`config.mk`:
```
export PLATFORM = sky130hd
export DESIGN_NAME = sram_read_arbiter
export DESIGN_NICKNAME = d
export VERILOG_FILES = /design/src/rtl/sram_read_arbiter.sv
export SDC_FILE = /design/constraint.sdc
export NUM_CORES = 1
export LEC_CHECK = 0
export CORE_AREA = 2 2 92 94
export DETAILED_ROUTE_END_ITERATION = 8
export DIE_AREA = 0 0 94 96
export PLACE_DENSITY = 0.84
export SLEW_MARGIN = 15
export SYNTH_ARGS = -nofsm -noshare
export SYNTH_HDL_FRONTEND = slang
export SYNTH_SLANG_ARGS = --single-unit
```
`constraint.sdc`:
```
create_clock -name Clk -period 1.5 [get_ports Clk]
set_input_delay 0.3 -clock Clk [delete_from_list [all_inputs] [get_ports Clk]]
set_output_delay 0.3 -clock Clk [all_outputs]
set_load 0.005 [all_outputs]
```
`src/rtl/sram_read_arbiter.sv`:
```
// Two-port, read-only arbiter for the shared 16-bit SRAM: port 0 (audio samples) has priority,
// port 1 (chart data) is forced ahead after STARVE_MAX consecutive port-0 wins while it waits.
module sram_read_arbiter #(
  parameter int ADDR_W     = 20,
  parameter int DATA_W     = 16,
  parameter int RD_CYCLES  = 2,
  parameter int STARVE_MAX = 8
) (
  input  logic              Clk,
  input  logic              reset,
  // Handshake: req is a level held (with a stable addr) until ack; ack is a one-cycle
  // pulse and rdata is valid from that cycle until the port's next ack.
  input  logic              req0,
  input  logic [ADDR_W-1:0] addr0,
  output logic              ack0,
  output logic [DATA_W-1:0] rdata0,
  input  logic              req1,
  input  logic [ADDR_W-1:0] addr1,
  output logic              ack1,
  output logic [DATA_W-1:0] rdata1,
  input  logic [DATA_W-1:0] sram_dq_in,
  output logic [ADDR_W-1:0] SRAM_ADDR,
  output logic              SRAM_CE_N,
  output logic              SRAM_OE_N,
  output logic              SRAM_WE_N,
  output logic              SRAM_UB_N,
  output logic              SRAM_LB_N,
  output logic              busy,
  output logic              owner,
  output logic [1:0]        state_dbg,
  output logic [7:0]        starve_dbg
);

  typedef enum logic [1:0] {
    IDLE    = 2'd0,
    ACCESS  = 2'd1,
    CAPTURE = 2'd2
  } state_t;

  localparam logic [3:0] WAIT_LOAD  = 4'(RD_CYCLES - 1);
  localparam logic [7:0] STARVE_LIM = 8'(STARVE_MAX);

  state_t     state, state_nxt;
  logic [3:0] wait_cnt;
  logic [7:0] starve_cnt;
  logic       ctrl_n;
  logic       grant;
  logic       grant_port;
  logic       capture;

  always_comb begin
    state_nxt  = state;
    grant      = 1'b0;
    grant_port = 1'b0;
    capture    = 1'b0;
    case (state)
      IDLE: begin
        if (req0 || req1) begin
          grant      = 1'b1;
          grant_port = req1 && (!req0 || (starve_cnt == STARVE_LIM));
          state_nxt  = ACCESS;
        end
      end
      ACCESS: begin
        if (wait_cnt == 4'd0) begin
          capture   = 1'b1;
          state_nxt = CAPTURE;
        end
      end
      // No arbitration here, so a requester still holding req during its ack is not regranted.
      CAPTURE: state_nxt = IDLE;
      default: state_nxt = IDLE;
    endcase
  end

  always_ff @(posedge Clk) begin
    if (reset) state <= IDLE;
    else       state <= state_nxt;
  end

  always_ff @(posedge Clk) begin
    if (reset) begin
      SRAM_ADDR  <= '0;
      ctrl_n     <= 1'b1;
      owner      <= 1'b0;
      wait_cnt   <= '0;
      starve_cnt <= '0;
      ack0       <= 1'b0;
      ack1       <= 1'b0;
      rdata0     <= '0;
      rdata1     <= '0;
    end else begin
      ack0 <= 1'b0;
      ack1 <= 1'b0;
      if (grant) begin
        SRAM_ADDR <= grant_port ? addr1 : addr0;
        owner     <= grant_port;
        ctrl_n    <= 1'b0;
        wait_cnt  <= WAIT_LOAD;
        if (!grant_port && req1)
          starve_cnt <= (starve_cnt == STARVE_LIM) ? STARVE_LIM : starve_cnt + 8'd1;
        else
          starve_cnt <= '0;
      end
      if (state == ACCESS && wait_cnt != 4'd0)
        wait_cnt <= wait_cnt - 4'd1;
      // Data is sampled on the same edge that releases the controls.
      if (capture) begin
        ctrl_n <= 1'b1;
        if (owner) begin
          rdata1 <= sram_dq_in;
          ack1   <= 1'b1;
        end else begin
          rdata0 <= sram_dq_in;
          ack0   <= 1'b1;
        end
      end
    end
  end

  assign SRAM_CE_N  = ctrl_n;
  assign SRAM_OE_N  = ctrl_n;
  assign SRAM_UB_N  = ctrl_n;
  assign SRAM_LB_N  = ctrl_n;
  assign SRAM_WE_N  = 1'b1;
  assign busy       = (state != IDLE);
  assign state_dbg  = state;
  assign starve_dbg = starve_cnt;

endmodule

```
==> results <==
-- cell type report --
cell class | instances | area, sq um
Fill cell | 639 | 2870
Tap cell | 105 | 131
Inverter | 6 | 25.0
Timing Repair Buffer | 178 | 1840
Clock buffer | 9 | 124
Multi-Input combinational cell | 204 | 1540
Sequential cell | 70 | 1440
Clock inverter | 6 | 87.6
-- cells by family after synthesis --
kind of cell / Yosys count / synth area share, %
AOI/OAI and AO/OA: 58 / 15.0
xor gates and xnor gates: 4 / 1.19
other: 1 / 0.127
adders and majority gates: 3 / 1.27
muxes: 33 / 11.3
DFF: 70 / 47.6
buffers and inverters: 30 / 5.90
and+or+nand+nor: 105 / 17.7
-- sequential cells by signal (all words and copies together) (netlist names) --
register    flops
SRAM_CE_N       1
owner           1
SRAM_ADDR      20
starve_dbg      8
rdata1         16
wait_cnt        4
ack1            1
ack0            1
rdata0         16
state_dbg       2
-- critical path: stages (launching register included) --
cell and delay (ns):
dfxtp_2 0.33, inv_2 0.06, ha_4 0.12, nor4b_4 0.27
nand2_1 0.08, a21o_1 0.22, buf_12 0.17, o221a_2 0.27
-- layout by cell type, fill, tap and decap left out, types with 7 or more instances in the layout --
cell type	Yosys	layout
dfxtp_1	70	42
o221a_2	20	18
dlygate4sd2_1	0	24
dlymetal6s2s_1	0	33
nor2_2	0	7
dfxtp_2	0	25
a21oi_1	25	23
clkbuf_8	0	9
nand2_1	9	9
clkdlybuf4s50_1	0	70
nor2_1	66	59
buf_4	5	38
mux2i_1	32	31
-- worst min-delay path by stage --
stage	depth (start not counted)	start	endpoint	slack, ns
detailed placement	2	rdata0[13]$_SDFFE_PP0P_	rdata0[13]$_SDFFE_PP0P_	0.48
floorplan	2	sram_dq_in[0]	rdata1[0]$_SDFFE_PP0P_	0.44
global placement	2	rdata0[12]$_SDFFE_PP0P_	rdata0[12]$_SDFFE_PP0P_	0.47
CTS	3	reset	owner$_SDFFE_PP0P_	0.40
global route	4	reset	starve_dbg[6]$_SDFFE_PP0P_	0.42
finish	4	reset	starve_dbg[6]$_SDFFE_PP0P_	0.41
-- power groups by stage --
stage	clock (uW)	sequential [uW]	combinational [uW]
2_1_floorplan	0	2150	578
3_3_place_gp	0	2140	1220
3_5_place_dp	0	2150	1250
4_1_cts	1660	2110	1340
5_1_grt	1740	2130	1550
6_report	1630	2120	1450
-- routing by layer --
| layer | vias up | GRT usage (%) | part of all wire [%] |
|---|---|---|---|
| met5 | - | 0 | 0 |
| met2 | 119 | 35.1 | 53 |
| met1 | 1423 | 21.8 | 39 |
| met3 | 22 | 4.70 | 5.1 |
| li1 | 1405 | - | - |
| met4 | 0 | 10.0 | 2.4 |
-- per-stage QoR --
stage               instance area (sq um)  total power (uW)  instances  hold WS [ns]
finish                               5180              5190        578         0.412
detailed placement                   4510              3400        544         0.484
CTS                                  4910              5110        570         0.396
floorplan                            2970              2730        304         0.444
global placement                     4510              3360        544         0.475
global route                         5180              5430        578         0.417
-- what timing repair did --
item / CTS / global route
endpoints found under the setup margin: 84 / 100
buffers inserted: 9 / 7
gates resized for setup: 58 / 65
pin swaps: 6 / 10
hold endpoints to repair: 0 / 0
gates cloned: 2 / 1
==> results.ini <==
[final_layout]
num_antenna_cells = 0
area_growth_pct = 76.0
utilization_pct = 64.4
final_nets = 532
drive_gt1_share_pct = 30.7

[synthesis]
syn-mean-instance-area_sq_um = 9.69
syn_inst = 304
synth.top_cell.area_share_pct = 47.6
synthTopCellsByCount = dfxtp_1 (70), nor2_1 (66), mux2i_1 (32)
synthTopCellsByArea = dfxtp_1 (48%), mux2i_1 (11%), nor2_1 (8.4%)
ys.flop_type = dfxtp_1
synth_nets = 367
yosys.area.top_type = dfxtp_1
synth_cell_types = 47
yosys_warnings = 0
synth.most_common_cell = dfxtp_1
syn-cell-area_sq_um = 2950
synth_edf_count = 0
ys_seq_area_share_pct = 47.6
ys_seq_elements = 70
synth_async_sr_flop_share_pct = 0

[routing]
first_pass_iters = 5
drt.antenna.violating_nets = 0
routedWlPerCell_um = 16.4
drc = 0
routed_wl_mm = 9.46
vias = 2969
drt_iter0_markers = 81
vias_per_cell = 5.14

[pwr]
power.internal_uw = 3790
swShare_pct = 27.1
p_clk_share_pct = 31.3
seqPwrFrac_pct = 40.8
power.density_nw_per_um2 = 1000
switching_power_uw = 1410
ir_drop_v = 0.000580
pwr-share-comb_pct = 27.9
total_leakage_power_uw = 0.00272

[critical_path]
worstSetupEndpointType = register
worstSetupStartpointType = register
worstReg2RegStart = starve_dbg[0]$_SDFFE_PP0P_
critPathCapture = SRAM_ADDR[18]$_SDFFE_PP0P_
r2r_setup_slack_ns = -0.14
reg2reg_depth = 7
startpoint = starve_dbg[0]$_SDFFE_PP0P_
critPathKind = register to register
critPathMaxFanout = 20
worstPathRequired_ns = 1.72
cp.arrival_ns = 1.86
r2r-end = SRAM_ADDR[18]$_SDFFE_PP0P_

[hold_path]
min_path_type = primary input to register

[die]
fp-row-count = 33
fp.coreArea_sq_um = 8050
ios = 131
dieHeight_um = 96
die_area_sq_um = 9020
start_util_pct = 36.6
fp.dieW_um = 94

[clocking]
cts_tree = yes
clockRootBuffer = clkbuf_8
clockBufferDepth = 2
clk_latency_ns = 0.33
cts_made_buffers = 9
h-tree-depth = 3
clk_pin_slew_ns = 0.07
clock-sinks = 70
hold_buffers = 0

[timing]
finalHoldViolations = 0
min_period_ns = 1.64
rsz0062_at_grt = true
finalMaxSlewViolations = 0
finalSetupViolations = 48
finalCritPeriodShare_pct = 109
fin_worst_skew_ns = 0.00719
max_clock_freq_mhz = 611
setup-tns-final_ns = -3.54
worst_slack_ns = -0.136

[place]
io_buffers = 129
post-dp-hpwl_mm = 6.01
routabilityCongestion = 0.825
pre_cts_ws_ns = -0.324

[grt]
grt_pass1_vias = 3057
antenna_found_initial = 0
grt_use_total_pct = 19.6
overflow = 0
grt_max_degree = 26
grt_pass1_wl_mm = 14.0

[status]
violations = setup timing
status = finished, violations left

[run]
max-cap-violations = 0

Note: power is estimated with default switching activity, not from simulation.
